===== config.mk =====
export PLATFORM = sky130hd
export DESIGN_NAME = hazard_ctrl_flat
export DESIGN_NICKNAME = d
export VERILOG_FILES = /design/src/rtl/hazard_ctrl_pkg.sv /design/src/rtl/hazard_ctrl_if.sv /design/src/rtl/perf_counter.sv /design/src/rtl/hazard_ctrl.sv /design/src/flat_wrapper.sv
export SDC_FILE = /design/constraint.sdc
export NUM_CORES = 1
export LEC_CHECK = 0
export CORE_UTILIZATION = 40
export DETAILED_ROUTE_END_ITERATION = 7
export GPL_ROUTABILITY_DRIVEN = 0
export GPL_TIMING_DRIVEN = 0
export HOLD_SLACK_MARGIN = 0.05
export PLACE_DENSITY = 0.7
export SLEW_MARGIN = 40
export SYNTH_ARGS = -nofsm -noshare
export SYNTH_HDL_FRONTEND = slang
export SYNTH_SLANG_ARGS = --single-unit

===== constraint.sdc =====
create_clock -name clk -period 4 [get_ports clk]
set_input_delay 0.6 -clock clk [delete_from_list [all_inputs] [get_ports clk]]
set_output_delay 0.6 -clock clk [all_outputs]
set_load 0.01 [all_outputs]

===== src/rtl/hazard_ctrl_pkg.sv =====
// Shared core definitions: hazard controller state encoding and register-file constants.
package core_pkg;

  typedef enum logic [1:0] {RUN, MEMWAIT, DRAIN, HALTED} hz_state_t;

  localparam logic [3:0] REG_ZERO  = 4'h0;
  localparam int         NUM_REGS  = 16;
  localparam int         REG_IDX_W = $clog2(NUM_REGS);

endpackage


===== src/rtl/hazard_ctrl_if.sv =====
// Pipeline-register write-enable / flush bundle between the hazard controller and the datapath.
interface hazard_ctrl_if;
  logic PC_wen;
  logic IF_ID_wen;
  logic IF_ID_flush;
  logic ID_EX_wen;
  logic ID_EX_flush;
  logic EX_MEM_wen;
  logic MEM_WB_wen;

  modport master (output PC_wen, IF_ID_wen, IF_ID_flush, ID_EX_wen, ID_EX_flush,
                         EX_MEM_wen, MEM_WB_wen);
  modport slave  (input  PC_wen, IF_ID_wen, IF_ID_flush, ID_EX_wen, ID_EX_flush,
                         EX_MEM_wen, MEM_WB_wen);
endinterface


===== src/rtl/perf_counter.sv =====
// Free-running event counter with enable; wraps modulo 2^CNT_W.
module perf_counter #(
  parameter int CNT_W = 16
) (
  input  logic             clk,
  input  logic             rst_n,
  input  logic             en,
  output logic [CNT_W-1:0] cnt
);

  always_ff @(posedge clk or negedge rst_n) begin
    if (!rst_n)  cnt <= '0;
    else if (en) cnt <= cnt + CNT_W'(1);
  end

endmodule


===== src/rtl/hazard_ctrl.sv =====
// Hazard/stall controller for the 5-stage core: load-use, branch flush, memory stalls, HLT drain.
module hazard_ctrl
  import core_pkg::*;
#(
  parameter int DRAIN_CYCLES = 4,
  parameter int CNT_W        = 16
) (
  input  logic                 clk,
  input  logic                 rst_n,
  input  logic [REG_IDX_W-1:0] ID_Rs,
  input  logic [REG_IDX_W-1:0] ID_Rt,
  input  logic                 ID_uses_rs,
  input  logic                 ID_uses_rt,
  input  logic                 ID_Branch_taken,
  input  logic                 ID_Halt,
  input  logic                 EX_MemtoReg,
  input  logic [REG_IDX_W-1:0] EX_Rd,
  input  logic                 IMem_stall,
  input  logic                 DMem_stall,
  hazard_ctrl_if.master        pif,
  output logic                 halted,
  output logic [CNT_W-1:0]     stall_cycles,
  output logic [CNT_W-1:0]     flush_count
);

  hz_state_t  state, state_nxt;
  logic [3:0] drain_cnt, drain_cnt_nxt;
  logic       lu;
  logic       pc_wen, if_id_wen, if_id_flush, id_ex_wen, id_ex_flush, ex_mem_wen, mem_wb_wen;

  assign lu = EX_MemtoReg && (EX_Rd != REG_ZERO) &&
              ((ID_uses_rs && (ID_Rs == EX_Rd)) || (ID_uses_rt && (ID_Rt == EX_Rd)));

  always_ff @(posedge clk or negedge rst_n) begin
    if (!rst_n) begin
      state     <= RUN;
      drain_cnt <= 4'd0;
    end else begin
      state     <= state_nxt;
      drain_cnt <= drain_cnt_nxt;
    end
  end

  always_comb begin
    pc_wen        = 1'b1;
    if_id_wen     = 1'b1;
    if_id_flush   = 1'b0;
    id_ex_wen     = 1'b1;
    id_ex_flush   = 1'b0;
    ex_mem_wen    = 1'b1;
    mem_wb_wen    = 1'b1;
    halted        = 1'b0;
    state_nxt     = state;
    drain_cnt_nxt = drain_cnt;
    if (rst_n) begin
      unique case (state)
        HALTED: begin
          {pc_wen, if_id_wen, id_ex_wen, ex_mem_wen, mem_wb_wen} = '0;
          halted = 1'b1;
        end
        DRAIN: begin
          if (DMem_stall) begin
            {pc_wen, if_id_wen, id_ex_wen, ex_mem_wen, mem_wb_wen} = '0;
          end else begin
            pc_wen        = 1'b0;
            if_id_wen     = 1'b0;
            id_ex_flush   = 1'b1;
            drain_cnt_nxt = drain_cnt + 4'd1;
            if (drain_cnt_nxt == 4'(DRAIN_CYCLES)) state_nxt = HALTED;
          end
        end
        default: begin
          // MEMWAIT with the data memory released behaves exactly like RUN
          state_nxt = RUN;
          if (DMem_stall) begin
            {pc_wen, if_id_wen, id_ex_wen, ex_mem_wen, mem_wb_wen} = '0;
            state_nxt = MEMWAIT;
          end else if (IMem_stall) begin
            pc_wen      = 1'b0;
            if_id_flush = 1'b1;
          end else if (ID_Halt) begin
            pc_wen        = 1'b0;
            if_id_wen     = 1'b0;
            id_ex_flush   = 1'b1;
            state_nxt     = DRAIN;
            drain_cnt_nxt = 4'd1;
          end else if (lu) begin
            // one bubble is enough: the load leaves EX on the next edge
            pc_wen      = 1'b0;
            if_id_wen   = 1'b0;
            id_ex_flush = 1'b1;
          end else if (ID_Branch_taken) begin
            if_id_flush = 1'b1;
          end
        end
      endcase
    end
  end

  assign pif.PC_wen      = pc_wen;
  assign pif.IF_ID_wen   = if_id_wen;
  assign pif.IF_ID_flush = if_id_flush;
  assign pif.ID_EX_wen   = id_ex_wen;
  assign pif.ID_EX_flush = id_ex_flush;
  assign pif.EX_MEM_wen  = ex_mem_wen;
  assign pif.MEM_WB_wen  = mem_wb_wen;

  perf_counter #(.CNT_W(CNT_W)) u_stall_cnt (
    .clk   (clk),
    .rst_n (rst_n),
    .en    (!pc_wen && (state != HALTED)),
    .cnt   (stall_cycles)
  );

  perf_counter #(.CNT_W(CNT_W)) u_flush_cnt (
    .clk   (clk),
    .rst_n (rst_n),
    .en    (if_id_flush),
    .cnt   (flush_count)
  );

endmodule


===== src/flat_wrapper.sv =====
// flat-port wrapper written by rule: the top's interface ports become plain ports
module hazard_ctrl_flat import core_pkg::*;
#(
  parameter int DRAIN_CYCLES = 4,
  parameter int CNT_W        = 16
)
  (clk, rst_n, ID_Rs, ID_Rt, ID_uses_rs, ID_uses_rt, ID_Branch_taken, ID_Halt, EX_MemtoReg, EX_Rd, IMem_stall, DMem_stall, halted, stall_cycles, flush_count, pif_PC_wen, pif_IF_ID_wen, pif_IF_ID_flush, pif_ID_EX_wen, pif_ID_EX_flush, pif_EX_MEM_wen, pif_MEM_WB_wen);
  hazard_ctrl_if pif_i ();
  input  logic clk;
  input  logic rst_n;
  input  logic [REG_IDX_W-1:0] ID_Rs;
  input  logic [REG_IDX_W-1:0] ID_Rt;
  input  logic ID_uses_rs;
  input  logic ID_uses_rt;
  input  logic ID_Branch_taken;
  input  logic ID_Halt;
  input  logic EX_MemtoReg;
  input  logic [REG_IDX_W-1:0] EX_Rd;
  input  logic IMem_stall;
  input  logic DMem_stall;
  output logic halted;
  output logic [CNT_W-1:0] stall_cycles;
  output logic [CNT_W-1:0] flush_count;
  output wire logic [$bits(pif_i.PC_wen)-1:0] pif_PC_wen;
  output wire logic [$bits(pif_i.IF_ID_wen)-1:0] pif_IF_ID_wen;
  output wire logic [$bits(pif_i.IF_ID_flush)-1:0] pif_IF_ID_flush;
  output wire logic [$bits(pif_i.ID_EX_wen)-1:0] pif_ID_EX_wen;
  output wire logic [$bits(pif_i.ID_EX_flush)-1:0] pif_ID_EX_flush;
  output wire logic [$bits(pif_i.EX_MEM_wen)-1:0] pif_EX_MEM_wen;
  output wire logic [$bits(pif_i.MEM_WB_wen)-1:0] pif_MEM_WB_wen;
  assign pif_PC_wen = pif_i.PC_wen;
  assign pif_IF_ID_wen = pif_i.IF_ID_wen;
  assign pif_IF_ID_flush = pif_i.IF_ID_flush;
  assign pif_ID_EX_wen = pif_i.ID_EX_wen;
  assign pif_ID_EX_flush = pif_i.ID_EX_flush;
  assign pif_EX_MEM_wen = pif_i.EX_MEM_wen;
  assign pif_MEM_WB_wen = pif_i.MEM_WB_wen;
  hazard_ctrl #(.DRAIN_CYCLES(DRAIN_CYCLES), .CNT_W(CNT_W)) u_core (.clk(clk), .rst_n(rst_n), .ID_Rs(ID_Rs), .ID_Rt(ID_Rt), .ID_uses_rs(ID_uses_rs), .ID_uses_rt(ID_uses_rt), .ID_Branch_taken(ID_Branch_taken), .ID_Halt(ID_Halt), .EX_MemtoReg(EX_MemtoReg), .EX_Rd(EX_Rd), .IMem_stall(IMem_stall), .DMem_stall(DMem_stall), .pif(pif_i), .halted(halted), .stall_cycles(stall_cycles), .flush_count(flush_count));
endmodule

* Word-level counts from Yosys, hierarchy flattened *
Index checks and enable logic that the tools add are counted.

storage, ports and cells
  input port bits = 21
  register bits after elaboration = 38
  logic and storage cells = 69
  output and inout bits = 40

cells by class
  bitwise gates (word level) = 2
  reductions and logical operators = 12
  add/subtract/negate cells = 3
  equal/unequal tests = 9
  muxes and demuxes = 39

operators by type and width
  cell                                                    count
  adder 16 x 1 -> 16 bit (second input constant)          2
  2-to-1 mux 1 bit                                        27
  2-to-1 mux 4 bit                                        4
  2-to-1 mux 2 bit                                        5
  == test 4 bit                                           2
  case mux 4 bit (2 select lines)                         1
  logical AND 1 bit                                       5
  AND reduction 5 bit                                     1
  adder 4 x 1 -> 4 bit (second input constant)            1
  == test 2 bit (second input constant)                   2
  == test 4 x 3 -> 1 bit (second input constant)          1
  inequality test 2 x 1 -> 1 bit (second input constant)  2
  inequality test 2 bit (second input constant)           2
  case mux 2 bit (2 select lines)                         1
  AND reduction 4 bit                                     1
  nonzero test 4 bit                                      1
  inverter 1 bit                                          2
  case mux 1 bit (2 select lines)                         1
  nonzero test 2 bit                                      1
  OR reduction 2 bit                                      1
  zero test 1 bit                                         1
  logical OR 1 bit                                        1

* Depth between registers and ports, before layout *
  word-level depth = 12
  depth in mapped cells = 9
  mapped depth without buffers = 8

* Cells and area by module *
A second synthesis with hierarchy kept.

second synthesis, totals
  cell total of the unflattened synthesis = 181
  area, all modules = 1,975.6 µm²

by module, submodules not included
  module                             area each (µm²)  cells an instance  sequential area each (µm²)  instances
  perf_counter (u_core.u_stall_cnt)  744.5            61                 400.4                       1
  perf_counter (u_core.u_flush_cnt)  695.7            56                 400.4                       1
  hazard_ctrl                        535.5            64                 150.1                       1

* Worst setup path after synthesis *
Ideal clock, no wire load.

  path type = input-to-output
  start point = input EX_Rd[1]
  end point = output pif_IF_ID_wen
  path buffers = 0
  setup slack = 1.586 ns
  arrival = 1.814 ns
  data required time = 3.400 ns
  stages on the path = 6
  cells stage by stage = o41a_1 > nand3_2 > nor4_2 > nor3_2 > nor2_1 > o31ai_1

between the ends
  longest elaborated chain between the ends = 10
  elaborated cells between the ends (all ways) = 14

ends and longest elaborated chain
  what                   RTL line            text
  from (decl)            flat_wrapper.sv:18  input logic [REG_IDX_W-1:0] EX_Rd;
  == test 4 bit          hazard_ctrl.sv:32   ((ID_uses_rs && (ID_Rs == EX_Rd)) || (ID_uses_rt && (ID_Rt == EX_Rd)));
  logical AND 1 bit      hazard_ctrl.sv:32
  logical OR 1 bit       hazard_ctrl.sv:32
  logical AND 1 bit (*)  hazard_ctrl.sv:31   assign lu = EX_MemtoReg && (EX_Rd != REG_ZERO) &&
  2-to-1 mux 1 bit (*)   hazard_ctrl.sv:87   end else if (lu) begin
  2-to-1 mux 1 bit (*)   hazard_ctrl.sv:81   end else if (ID_Halt) begin
  2-to-1 mux 1 bit (*)   hazard_ctrl.sv:78   end else if (IMem_stall) begin
  2-to-1 mux 1 bit (*)   hazard_ctrl.sv:75   if (DMem_stall) begin
  2-to-1 mux 1 bit (*)   --
  2-to-1 mux 1 bit (*)   hazard_ctrl.sv:55   if (rst_n) begin
  to (decl)              flat_wrapper.sv:25  output wire logic [$bits(pif_i.IF_ID_wen)-1:0] pif_IF_ID_wen;

Mark *: on every way between the ends. The rest lies on a longest branch, timed or not.

* Worst setup path in the final report *
  start point = input EX_Rd[1]
  end point = output pif_IF_ID_flush

between the ends
  longest elaborated chain between the ends = 10
  elaborated cells between the ends (all ways) = 14

ends and longest elaborated chain
  what                   RTL line            text
  == test 4 bit          hazard_ctrl.sv:32
  logical AND 1 bit      hazard_ctrl.sv:32
  logical OR 1 bit       hazard_ctrl.sv:32
  logical AND 1 bit (*)  hazard_ctrl.sv:31
  2-to-1 mux 1 bit (*)   hazard_ctrl.sv:87
  2-to-1 mux 1 bit (*)   hazard_ctrl.sv:81
  2-to-1 mux 1 bit (*)   hazard_ctrl.sv:78
  2-to-1 mux 1 bit (*)   hazard_ctrl.sv:75
  2-to-1 mux 1 bit (*)   hazard_ctrl.sv:56   unique case (state)
  2-to-1 mux 1 bit (*)   hazard_ctrl.sv:55
  to (decl)              flat_wrapper.sv:26  output wire logic [$bits(pif_i.IF_ID_flush)-1:0] pif_IF_ID_flush;

Marks and branches as above.

==> metrics.yaml <==
ir_drop_uv: 210
initial_utilization_pct: 41.7
overflow: 0
clock_sinks: 38
power.leakage_nw: 1.19
endpoint_kind: "output pin"
netlist.area_leader.share_pct: 48.3
cts_tree: "done"
post-route-util_pct: 59.1
diodes: 0
final_area_um2: 2790
io_pins: 61
max_slew.worst_pin.slew_ns: 0.528
via_per_inst: 4.98
portBuffers: 60
ctsResizeCount: 0
ys_dominant_reg_cell: "dfrtp_1"
cts_max_level: 2
maxCapViolations: 0
finalPower_mw: 1.29
critPathLaunchType: "input port"
yosys-top-cells-count: "dfrtp_1, xnor2_1, xor2_1, nand2_1"
wirelength_mm: 4.03
ant_nets: 0
clk_path_buf_depth: 2
cp.arrival_ns: 2.98
hp-class: "in2async"
area_growth_pct: 41.9
grt_max_degree: 46
synth_cell_types: 39
dieArea_um2: 5200
wl_per_cell_um: 12.5
synth_fp_nets: 212
drt_iter0_markers: 86
num_rows: 25
die_h_um: 72.1
cts_inserted_buffers: 5
synth_area_per_cell_um2: 10.5
hpwl_mm: 3.02
rsz0062_at_grt: "false"
drive_gt1_share_pct: 8.20
slew_violations: 0
instances_no_fill: 323
synth_seq_cells: 38
antenna_found_initial: 0
synthArstFlopShare_pct: 100
syn_inst: 188
layout_min_cycle_time_ns: 3.58
clock_tree.root_cell: "clkbuf_8"
dp.cells: 315
syn_area_um2: 1970
design.core.area_um2: 4720
drcViolationCount: 0
cts_hold_buf: 0
tns_ns: 0
post-cts-setup-buffer-count: 0
synth_warnings: 0
outcome: "finished clean"
clkSlewWorstSetupHoldPaths_ns: 0.08
p_per_area_nw_per_um2: 460
synth_largest_area_cell: "dfrtp_1"
finalCritPeriodShare_pct: 89.4
vias: 1610
yosysMostFrequentCell: "dfrtp_1"
placed_area_um2: 2650
required_ns: 3.40
die_width_um: 72.1
grt_pass1_wl_mm: 6.63
dr.pass1.iters: 6
grt_usage_pct: 16.2
setup_violations: 0
skew_ns: 0.00449
grt_pass1_vias: 1445
max_freq_mhz: 280
insertion_delay_ns: 0.29
hold_viol: 0
final_nets: 279
cp_max_fo: 10
yosysSeqAreaShare_pct: 48.3
timing.setup.critical_path_class: "in2out"
synth_area_leaders: "dfrtp_1, xnor2_1, xor2_1, nand4_1, nand2_1"
maxSlewHeadroom_pct: 64.8
synth-edff-count: 0
sequential cells by signal, summed over array words and instances (netlist names):
name,flops
u_core.u_flush_cnt.cnt,16
u_core.u_stall_cnt.cnt,16
u_core.drain_cnt,4
u_core.state,2
cells in the final DEF (no fill, tap or decap), types with 4 or more instances in the layout:
master	count
and3_1	7
nand4_1	13
o21ai_0	6
inv_1	4
dfrtp_1	38
clkbuf_8	6
nand2_1	15
xnor2_1	21
nor3_1	4
nand3_1	11
xor2_1	17
clkdlybuf4s50_1	59
nor2_1	13
worst paths after layout:
check	startpoint	to	slack, ns	cells after the start
min in group clk	u_core.u_flush_cnt.cnt[15]$_DFFE_PN0P_	u_core.u_flush_cnt.cnt[15]$_DFFE_PN0P_	0.47	1
max in group asynchronous	rst_n	u_core.u_stall_cnt.cnt[8]$_DFFE_PN0P_	3.35	1
hold reg to reg	u_core.u_flush_cnt.cnt[15]$_DFFE_PN0P_	u_core.u_flush_cnt.cnt[15]$_DFFE_PN0P_	0.47	1
setup reg to reg	u_core.state[1]$_DFFE_PN0P_	u_core.u_stall_cnt.cnt[1]$_DFFE_PN0P_	2.17	5
hold / removal	rst_n	u_core.u_flush_cnt.cnt[15]$_DFFE_PN0P_	0.29	1
setup / recovery	EX_Rd[1]	pif_IF_ID_flush	0.42	9
stage by stage:
stage | setup WS [ns] | hold slack [ns]
final | 0.423 | 0.287
after global routing | 0.205 | 0.332
after CTS | 0.392 | 0.303
after detailed placement | 0.406 | 0.464
after global placement | -0.762 | 0.454
after floorplan | 1.59 | 0.304
routing by layer:
metal | GRT usage (%) | share of wire, % | up-vias
met3 | 4.72 | 5.8 | 4
li1 | - | - | 794
met4 | 5.88 | 0.72 | 0
met2 | 25.8 | 46 | 51
met5 | 0 | 0 | -
met1 | 21.1 | 48 | 761
power by group:
group / internal (mW) / total (mW) / switching (mW)
clock: 0.266 / 0.398 / 0.133
combinational: 0.200 / 0.348 / 0.148
sequential: 0.450 / 0.540 / 0.0898
total: 0.916 / 1.29 / 0.370
final cells by class:
type	count	area, µm²
sequential	38	951
timing repair buffer	60	598
tap	67	83.8
inverter	6	22.5
multi-input combinational	140	965
clock inverter	2	60.1
buffer	4	30.0
fill	416	1930
clock buffer	6	82.6
kinds of logic (layout without fill, tap and decap cells):
group	after synthesis	in the layout	synth area share, %
and+or+nand+nor	79	79	22.1
xor gates and xnor gates	38	38	16.9
DFF	38	38	48.3
AOI/OAI and AO/OA	18	18	7.06
buffers and inverters	10	78	2.67
adders and majority gates	3	3	1.91
muxes	2	2	1.08
critical path: stages:
cell and delay, ns:
clkdlybuf4s50_1 0.54, o41a_1 0.23, nand3_1 0.09, nor4_1 0.36
nor3_2 0.12, a31oi_4 0.31, inv_2 0.09, buf_6 0.15
clkdlybuf4s50_1 0.47
No activity file was read; power rests on OpenSTA's default activity.
